**src/rtl/shape_rect_writer_pkg.sv**
```systemverilog
// Shared frame constants and FSM encoding for the rectangle test-image writer.
package shape_rect_writer_pkg;

    localparam int unsigned XSZ     = 3;
    localparam int unsigned YSZ     = 3;
    localparam int unsigned ADDR_SZ = 6;
    localparam int unsigned COL_SZ  = 3;
    localparam int unsigned WIDTH   = 6;
    localparam int unsigned HEIGHT  = 6;
    localparam int unsigned NPIX    = WIDTH * HEIGHT;

    // Finders treat pixels above this value as foreground.
    localparam logic [COL_SZ-1:0] THRESHOLD = '0;

    typedef enum logic [2:0] {
        StIdle,
        StCheck,
        StClear,
        StFill,
        StFinish
    } state_e;

endpackage

```
**src/rtl/shape_rect_writer_if.sv**
```systemverilog
// Request/completion handshake and RAM write port of the rectangle writer.
interface shape_rect_writer_if;
    import shape_rect_writer_pkg::*;

    logic                start;
    logic [YSZ-1:0]      top;
    logic [YSZ-1:0]      bottom;
    logic [XSZ-1:0]      left;
    logic [XSZ-1:0]      right;
    logic [COL_SZ-1:0]   colour;
    logic [COL_SZ-1:0]   bg_colour;
    logic [ADDR_SZ-1:0]  mem_address;
    logic [COL_SZ-1:0]   mem_data;
    logic                mem_wren;
    logic                busy;
    logic                done;
    logic                err;

    modport master (
        output start, top, bottom, left, right, colour, bg_colour,
        input  mem_address, mem_data, mem_wren, busy, done, err
    );

    modport slave (
        input  start, top, bottom, left, right, colour, bg_colour,
        output mem_address, mem_data, mem_wren, busy, done, err
    );

endinterface

```
**src/rtl/shape_rect_writer_address_translator.sv**
```systemverilog
// Maps a pixel (x, y) to its linear RAM address y*WIDTH + x.
module address_translator
    import shape_rect_writer_pkg::*;
(
    input  logic [XSZ-1:0]     x_i,
    input  logic [YSZ-1:0]     y_i,
    output logic [ADDR_SZ-1:0] addr_o
);
    logic [ADDR_SZ-1:0] y_ext;
    logic [ADDR_SZ-1:0] x_ext;

    assign y_ext  = ADDR_SZ'(y_i);
    assign x_ext  = ADDR_SZ'(x_i);
    // y*6 as y*4 + y*2, avoiding a multiplier.
    assign addr_o = (y_ext << 2) + (y_ext << 1) + x_ext;

endmodule

```
**src/rtl/shape_rect_writer.sv**
```systemverilog
// Clears the 6x6 frame to a background colour, then paints a filled rectangle.
module shape_rect_writer
    import shape_rect_writer_pkg::*;
(
    input logic              clk,
    input logic              resetn,
    shape_rect_writer_if.slave bus
);
    localparam logic [XSZ-1:0]     XLast = XSZ'(WIDTH - 1);
    localparam logic [YSZ-1:0]     YLast = YSZ'(HEIGHT - 1);
    localparam logic [ADDR_SZ-1:0] CLast = ADDR_SZ'(NPIX - 1);

    state_e              state_q;
    logic [YSZ-1:0]      top_q, bottom_q, y_q;
    logic [XSZ-1:0]      left_q, right_q, x_q;
    logic [COL_SZ-1:0]   colour_q, bg_q;
    logic [ADDR_SZ-1:0]  c_q;
    logic                reject_q, busy_q, done_q, err_q;

    logic                reject;
    logic [ADDR_SZ-1:0]  fill_addr;
    logic [ADDR_SZ-1:0]  mem_address;
    logic [COL_SZ-1:0]   mem_data;
    logic                mem_wren;

    assign reject = (left_q > right_q) || (top_q > bottom_q) ||
                    (right_q > XLast) || (bottom_q > YLast);

    address_translator u_xlat (
        .x_i    (x_q),
        .y_i    (y_q),
        .addr_o (fill_addr)
    );

    always_ff @(posedge clk) begin
        if (!resetn) begin
            state_q  <= StIdle;
            top_q    <= '0;
            bottom_q <= '0;
            left_q   <= '0;
            right_q  <= '0;
            colour_q <= '0;
            bg_q     <= '0;
            c_q      <= '0;
            x_q      <= '0;
            y_q      <= '0;
            reject_q <= 1'b0;
            busy_q   <= 1'b0;
            done_q   <= 1'b0;
            err_q    <= 1'b0;
        end else begin
            done_q <= 1'b0;
            err_q  <= 1'b0;
            unique case (state_q)
                StIdle: begin
                    if (bus.start) begin
                        top_q    <= bus.top;
                        bottom_q <= bus.bottom;
                        left_q   <= bus.left;
                        right_q  <= bus.right;
                        colour_q <= bus.colour;
                        bg_q     <= bus.bg_colour;
                        busy_q   <= 1'b1;
                        state_q  <= StCheck;
                    end
                end
                StCheck: begin
                    reject_q <= reject;
                    c_q      <= '0;
                    state_q  <= reject ? StFinish : StClear;
                end
                StClear: begin
                    c_q <= c_q + 1'b1;
                    if (c_q == CLast) begin
                        c_q     <= '0;
                        x_q     <= left_q;
                        y_q     <= top_q;
                        state_q <= StFill;
                    end
                end
                StFill: begin
                    if (x_q == right_q) begin
                        x_q <= left_q;
                        // y is left at bottom on exit so it never leaves the frame.
                        if (y_q == bottom_q) state_q <= StFinish;
                        else                 y_q     <= y_q + 1'b1;
                    end else begin
                        x_q <= x_q + 1'b1;
                    end
                end
                StFinish: begin
                    done_q   <= 1'b1;
                    err_q    <= reject_q;
                    busy_q   <= 1'b0;
                    reject_q <= 1'b0;
                    state_q  <= StIdle;
                end
                default: state_q <= StIdle;
            endcase
        end
    end

    always_comb begin
        mem_wren    = 1'b0;
        mem_address = '0;
        mem_data    = '0;
        unique case (state_q)
            StClear: begin
                mem_wren    = 1'b1;
                mem_address = c_q;
                mem_data    = bg_q;
            end
            StFill: begin
                mem_wren    = 1'b1;
                mem_address = fill_addr;
                mem_data    = colour_q;
            end
            default: ;
        endcase
    end

    assign bus.mem_wren    = mem_wren;
    assign bus.mem_address = mem_address;
    assign bus.mem_data    = mem_data;
    assign bus.busy        = busy_q;
    assign bus.done        = done_q;
    assign bus.err         = err_q;

endmodule

```
**src/flat_wrapper.sv**
```systemverilog
// flat-port wrapper written by rule: the top's interface ports become plain ports
module shape_rect_writer_flat import shape_rect_writer_pkg::*;
  (clk, resetn, bus_start, bus_top, bus_bottom, bus_left, bus_right, bus_colour, bus_bg_colour, bus_mem_address, bus_mem_data, bus_mem_wren, bus_busy, bus_done, bus_err);
  shape_rect_writer_if bus_i ();
  input logic clk;
  input logic resetn;
  input wire logic [$bits(bus_i.start)-1:0] bus_start;
  input wire logic [$bits(bus_i.top)-1:0] bus_top;
  input wire logic [$bits(bus_i.bottom)-1:0] bus_bottom;
  input wire logic [$bits(bus_i.left)-1:0] bus_left;
  input wire logic [$bits(bus_i.right)-1:0] bus_right;
  input wire logic [$bits(bus_i.colour)-1:0] bus_colour;
  input wire logic [$bits(bus_i.bg_colour)-1:0] bus_bg_colour;
  output wire logic [$bits(bus_i.mem_address)-1:0] bus_mem_address;
  output wire logic [$bits(bus_i.mem_data)-1:0] bus_mem_data;
  output wire logic [$bits(bus_i.mem_wren)-1:0] bus_mem_wren;
  output wire logic [$bits(bus_i.busy)-1:0] bus_busy;
  output wire logic [$bits(bus_i.done)-1:0] bus_done;
  output wire logic [$bits(bus_i.err)-1:0] bus_err;
  assign bus_i.start = bus_start;
  assign bus_i.top = bus_top;
  assign bus_i.bottom = bus_bottom;
  assign bus_i.left = bus_left;
  assign bus_i.right = bus_right;
  assign bus_i.colour = bus_colour;
  assign bus_i.bg_colour = bus_bg_colour;
  assign bus_mem_address = bus_i.mem_address;
  assign bus_mem_data = bus_i.mem_data;
  assign bus_mem_wren = bus_i.mem_wren;
  assign bus_busy = bus_i.busy;
  assign bus_done = bus_i.done;
  assign bus_err = bus_i.err;
  shape_rect_writer u_core (.clk(clk), .resetn(resetn), .bus(bus_i));
endmodule
```
**config.mk**
```make
export PLATFORM = sky130hd
export DESIGN_NAME = shape_rect_writer_flat
export DESIGN_NICKNAME = d
export VERILOG_FILES = /design/src/rtl/shape_rect_writer_pkg.sv /design/src/rtl/shape_rect_writer_if.sv /design/src/rtl/shape_rect_writer_address_translator.sv /design/src/rtl/shape_rect_writer.sv /design/src/flat_wrapper.sv
export SDC_FILE = /design/constraint.sdc
export NUM_CORES = 1
export LEC_CHECK = 0
export ABC_AREA = 1
export CORE_ASPECT_RATIO = 0.7
export CORE_MARGIN = 2
export CORE_UTILIZATION = 47
export DETAILED_ROUTE_END_ITERATION = 12
export PLACE_DENSITY = 0.72
export REMOVE_ABC_BUFFERS = 1
export SETUP_SLACK_MARGIN = 0.15
export SLEW_MARGIN = 5
export SYNTH_ARGS = -nofsm -noshare
export SYNTH_HDL_FRONTEND = slang
export SYNTH_SLANG_ARGS = --single-unit
export TNS_END_PERCENT = 50
```
**constraint.sdc**
```tcl
create_clock -name clk -period 3.2 [get_ports clk]
set_clock_uncertainty 0.2 [all_clocks]
set_input_delay 0.48 -clock clk [delete_from_list [all_inputs] [get_ports clk]]
set_output_delay 0.48 -clock clk [all_outputs]
set_load 0.03 [all_outputs]
```
# --- Yosys cells after proc, flatten, opt, wreduce, memory -nomap -nowiden ---
# Cells that the tools add are included.
word_totals:
  elab_cells: 72
  in_bits: 21
  regBits: 37
  output_inout_bits: 13
classes:
  addsub: 5
  magnitude_cmp: 4
  mux: 22
  n_reduce_logical: 15
  eq_ne: 12
op_table:
  columns: ["op", "n"]
  rows:
  - ["$mux W3", 10]
  - ["$pmux W6 S2", 2]
  - ["$pmux W3 S2", 3]
  - ["$pmux W3 S4", 1]
  - ["$reduce_and A2 Y1", 4]
  - ["$reduce_and A4 Y1", 2]
  - ["$reduce_bool A2 Y1", 4]
  - ["$add A3 B1 Y3 const B", 2]
  - ["$add A5 B4 Y6", 1]
  - ["$add A6 B1 Y6 const B", 1]
  - ["$add A6 B3 Y6", 1]
  - ["$eq A3 B2 Y1 const B", 2]
  - ["$eq A3 B3 Y1", 2]
  - ["$eq A6 B6 Y1 const B", 1]
  - ["$gt A3 B3 Y1", 2]
  - ["$gt A3 B3 Y1 const B", 2]
  - ["$mux W6", 1]
  - ["$ne A2 B1 Y1 const B", 3]
  - ["$ne A2 B2 Y1 const B", 2]
  - ["$pmux W1 S2", 2]
  - ["$eq A3 B1 Y1 const B", 1]
  - ["$eq A3 B3 Y1 const B", 1]
  - ["$logic_not A3 Y1", 1]
  - ["$logic_or A1 B1 Y1", 3]
  - ["2 further kinds", 4]

# --- Depth between registers and ports, before layout ---
logic_depth:
  depth_word: 6
  ltp_mapped: 10
  depth_no_buf: 10

# --- By module ---
# A second synthesis with hierarchy kept.
hier_totals:
  hier_cells: 296
  hier_area_um2: 2070.7
by_module_without_submodules:
  columns: ["mod", "area_per_inst_um2", "seq_area_each_um2", "n_inst", "cells_each"]
  rows:
  - ["shape_rect_writer", 1904.3, 740.7, 1, 275]
  - ["address_translator", 166.4, 0.0, 1, 21]

# --- Least setup slack after synthesis ---
# No wires, ideal clock.
synth_timing:
  path_type: "reg-to-output"
  startpoint: "register u_core.y_q[0]"
  endpoint: "output bus_mem_address[4]"
  path_buffers: 0
  t_arrival_ps: 2364
  t_required_ps: 2520
  path_slack_ps: 156
  stages_incl_launch_ff: 7
  path_cell_list: "dfxtp_1 > fa_1 > ha_1 > fa_1 > nand2_1 > inv_1 > o32ai_1"
synth_between:
  elab_chain_cells: 3
synth_rtl:
  columns: ["element", "line", "rtl"]
  rows:
  - ["start: declaration", "shape_rect_writer.sv:14", "logic [YSZ-1:0] top_q, bottom_q, y_q;"]
  - ["start signal: assignment", "shape_rect_writer.sv:77", "y_q <= top_q;"]
  - ["start signal: assignment", "shape_rect_writer.sv:86", "else y_q <= y_q + 1'b1;"]
  - ["$add A5 B4 Y6", "shape_rect_writer_address_translator.sv:15", "assign addr_o = (y_ext << 2) + (y_ext << 1) + x_ext;"]
  - ["$add A6 B3 Y6", "shape_rect_writer_address_translator.sv:15", null]
  - ["$pmux W6 S2", "shape_rect_writer.sv:107", "unique case (state_q)"]
  - ["end: declaration", "flat_wrapper.sv:14", "output wire logic [$bits(bus_i.mem_address)-1:0] bus_mem_address;"]
# Every way passes these cells.

# --- Worst setup path in the final report ---
layout_timing:
  startpoint: "register u_core.x_q[2]"
  endpoint: "output bus_mem_address[4]"
layout_between:
  elab_chain_cells: 2
layout_rtl:
  columns: ["element", "line", "rtl"]
  rows:
  - ["start: declaration", "shape_rect_writer.sv:15", "logic [XSZ-1:0] left_q, right_q, x_q;"]
  - ["start signal: assignment", "shape_rect_writer.sv:76", "x_q <= left_q;"]
  - ["start signal: assignment", "shape_rect_writer.sv:83", "x_q <= left_q;"]
  - ["start signal: assignment", "shape_rect_writer.sv:88", "x_q <= x_q + 1'b1;"]
  - ["$add A6 B3 Y6", "shape_rect_writer_address_translator.sv:15", null]
  - ["$pmux W6 S2", "shape_rect_writer.sv:107", null]
# Every way passes these cells.

==> summary.md <==
| Metric | Value |
|---|---|
| Slew Limit Fails | 0 |
| First-pass GRT wire length | 8.20 mm |
| GPL Wtd Cong | 0.852 |
| Setup Viol. Count Final | 0 |
| Number of DRC markers in iteration 0 | 108 |
| Worst VDD drop | 0.416 mV |
| Setup TNS | 0 ns |
| Library cells used by synthesis | 31 |
| Share of cells above drive strength 1 | 7.12% |
| Most common cell after layout, fill and taps aside | nand2_1 |
| Final period util | 94.0% |
| YS warnings | 0 |
| Avg Inst Size Synth | a little over 7 µm² |
| Cts hold-fix bufs | 0 |
| Worst hold-check path type | reg2reg |
| Crit end category | output port |
| Area occupied by registers | 741 µm² |
| Cells after synthesis | 284 |
| Die area | 4900 µm² |
| CP max stage delay | 0.48 ns |
| Outcome | finished, final reports clean |
| F_max | ~0.33 GHz |
| Max_slew headroom | about 64% |
| Dpl ws | between 0.15 and 0.2 ns |
| P per Cell Area | 677 nW/µm² |
| Post-CTS resize count | 2 |
| WL per Instance | 12.7 µm |
| Total GRT Usage | 21.5% |
| Static Leak | 1.08 nW |
| Mapped Area | 2040 µm² |
| CP required | between 2 and 3 ns |
| Routed wire length | between 4 and 5 mm |
| Fin worst setup slack | 0.191 ns |
| Initial Utilization | approximately half |
| Maximum clock path buffer count | 2 |
| Vias in the first global route | between 1.5k and 2k |
| Worst-path clk slew | 0.07 ns |
| Largest net degree at the start of global routing | 25 |
| Seq cells post-synth | 37 |
| Crit path kind | reg2out |
| Clk_lat worst skew | 0.29 ns |
| DRT antenna net count | 0 |
| CTS Buf Count | 5 |
| Via Count | 1933 |
| Final Power | 1.72 mW |
| Gr ovfl total | 0 |
| Final Util | 59.7% |
| CTS tree | yes |
| Crit path cell chain | fa_1 -> ha_1 -> fa_1 -> nand2_1 -> inv_1 -> o32ai_1 -> buf_4 |
| Final Cell Area | around 2500 µm² |
| Most frequent cells in the layout | nand2_1, inv_1, a21oi_1, dfxtp_1, clkdlybuf4s50_1 |
| Crit path max fanout | 2 |
| Initial antenna violation count | 0 |
| Fill cell count | 406 |
| Setup Buffers After CTS | 0 |
| Final hold violation count | 0 |
| Drt drc | 0 |
| Routed vias/inst | 5.11 |
| Sequential area share after synthesis | between 30% and 40% |
| Core box area | 4250 µm² |
| Worst EP arrival | 2.33 ns |
| # IOs | 34 |
| Unrepaired setup endpoints after global routing | yes |
| Most frequent CP cell | fa_1 |
| N_diodes | 0 |
| Placement Cell Area | ~2500 µm² |
| Min Tclk post-route | 3.01 ns |
| Layout area overhead | 24.2% |
| Final HPWL DP | approximately 3.6 mm |
| Row count | 20 |
| Nets | 360 |
| Critical Path Source Type | flop |
| IO Port Bufs | 33 |
| Die Ht | 59.2 µm |
| Slew @ Worst Pin | 0.537 ns |
| Slowest stage cell on the critical path | fa_1 |
| Multi-input gate area | roughly 1100 µm² |
| Max Cap Viol | 0 |
| Clock sink total | 37 |
| H-tree depth | 2 |
| Die X-Extent | 82.8 µm |
| Buffer type at the clock tree root | clkbuf_8 |
| DR pass1 iterations | 4 |
## final cells by class
cell class | instances | share of cell area (%)
multi-input combinational | 196 | 43.7
sequential | 37 | 29.2
timing repair buffer | 39 | 14.4
inverter | 44 | 6.60
clock buffer | 7 | 3.40
tap | 55 | 2.71
## report_power, final
group | internal (mW) | switching (mW)
Sequential | 0.573 | 0.0767
Combinational | 0.270 | 0.467
Clock | 0.171 | 0.160
## cell usage after synthesis (all sizes together)
cell type	instances	area, µm²
a21oi	37	185
a31oi	1	6.26
a32o	2	20.0
buf	2	8.75
clkbuf	5	18.8
dfxtp	37	741
fa	2	40.0
ha	14	175
inv	44	168
nand2	60	230
nand3	16	85.1
nand3b	2	15.0
nand4	4	25.0
nor2	15	66.3
nor3	2	10.0
nor3b	1	7.51
o211ai	1	7.51
o21ai	28	151
o22ai	4	25.0
o32ai	1	8.76
or2	1	6.26
xnor2	3	26.3
xor2	2	17.5
## state kept, by name (all words and copies together) (netlist names), 3 cells and up
register         cells
u_core.state_q       3
u_core.y_q           3
u_core.right_q       3
u_core.bg_q          3
u_core.left_q        3
u_core.colour_q      3
u_core.x_q           3
u_core.c_q           6
u_core.top_q         3
u_core.bottom_q      3
## stage by stage
step | std cells | hold WS [ns]
3_5_place_dp | 371 | 0.246
4_1_cts | 378 | 0.257
3_3_place_gp | 371 | 0.244
5_1_grt | 378 | 0.293
6_report | 378 | 0.257
2_1_floorplan | 277 | 0.229
## critical path: cells and delay by family, from the launching register on
kind / cells / cell delay, ns
adder cells (fa/ha/maj): 3 / 1.11
AND/OR/NAND/NOR: 1 / 0.08
flip-flops: 1 / 0.33
buffers and inverters: 2 / 0.25
AO/OA/AOI/OAI: 1 / 0.28
## layer usage
| metal | wire length [µm] | part of all wire [%] | GRT usage, % |
|---|---|---|---|
| met1 | 2570 | 53 | 30.6 |
| met2 | 1940 | 40 | 32.5 |
| met3 | 225 | 4.7 | 4.18 |
| met5 | 0 | 0 | 0 |
| met4 | 71 | 1.5 | 8.43 |
## worst paths after layout
check | from | end | slack [ns] | depth (start not counted)
worst min register to register | u_core.colour_q[1]$_SDFFE_PN0P_ | u_core.colour_q[1]$_SDFFE_PN0P_ | 0.26 | 2
worst max-delay path | u_core.x_q[2]$_SDFFE_PN0P_ | bus_mem_address[4] | 0.19 | 7
worst max register to register | u_core.state_q[0]$_SDFFE_PN0P_ | u_core.bg_q[1]$_SDFFE_PN0P_ | 1.25 | 5
worst min-delay path | u_core.colour_q[1]$_SDFFE_PN0P_ | u_core.colour_q[1]$_SDFFE_PN0P_ | 0.26 | 2
## logic make-up (layout without fill, tap and decap cells)
family          count (synthesis)  after routing  share of synthesized area [%]
buf+inv                        51             90                           9.55
flops                          37             37                           36.2
compound gates                 74             74                           19.8
xor+xnor                        5              5                           2.14
fa+ha+maj                      16             16                           10.5
simple gates                  101            101                           21.8
Note: power is estimated with default switching activity, not from simulation.
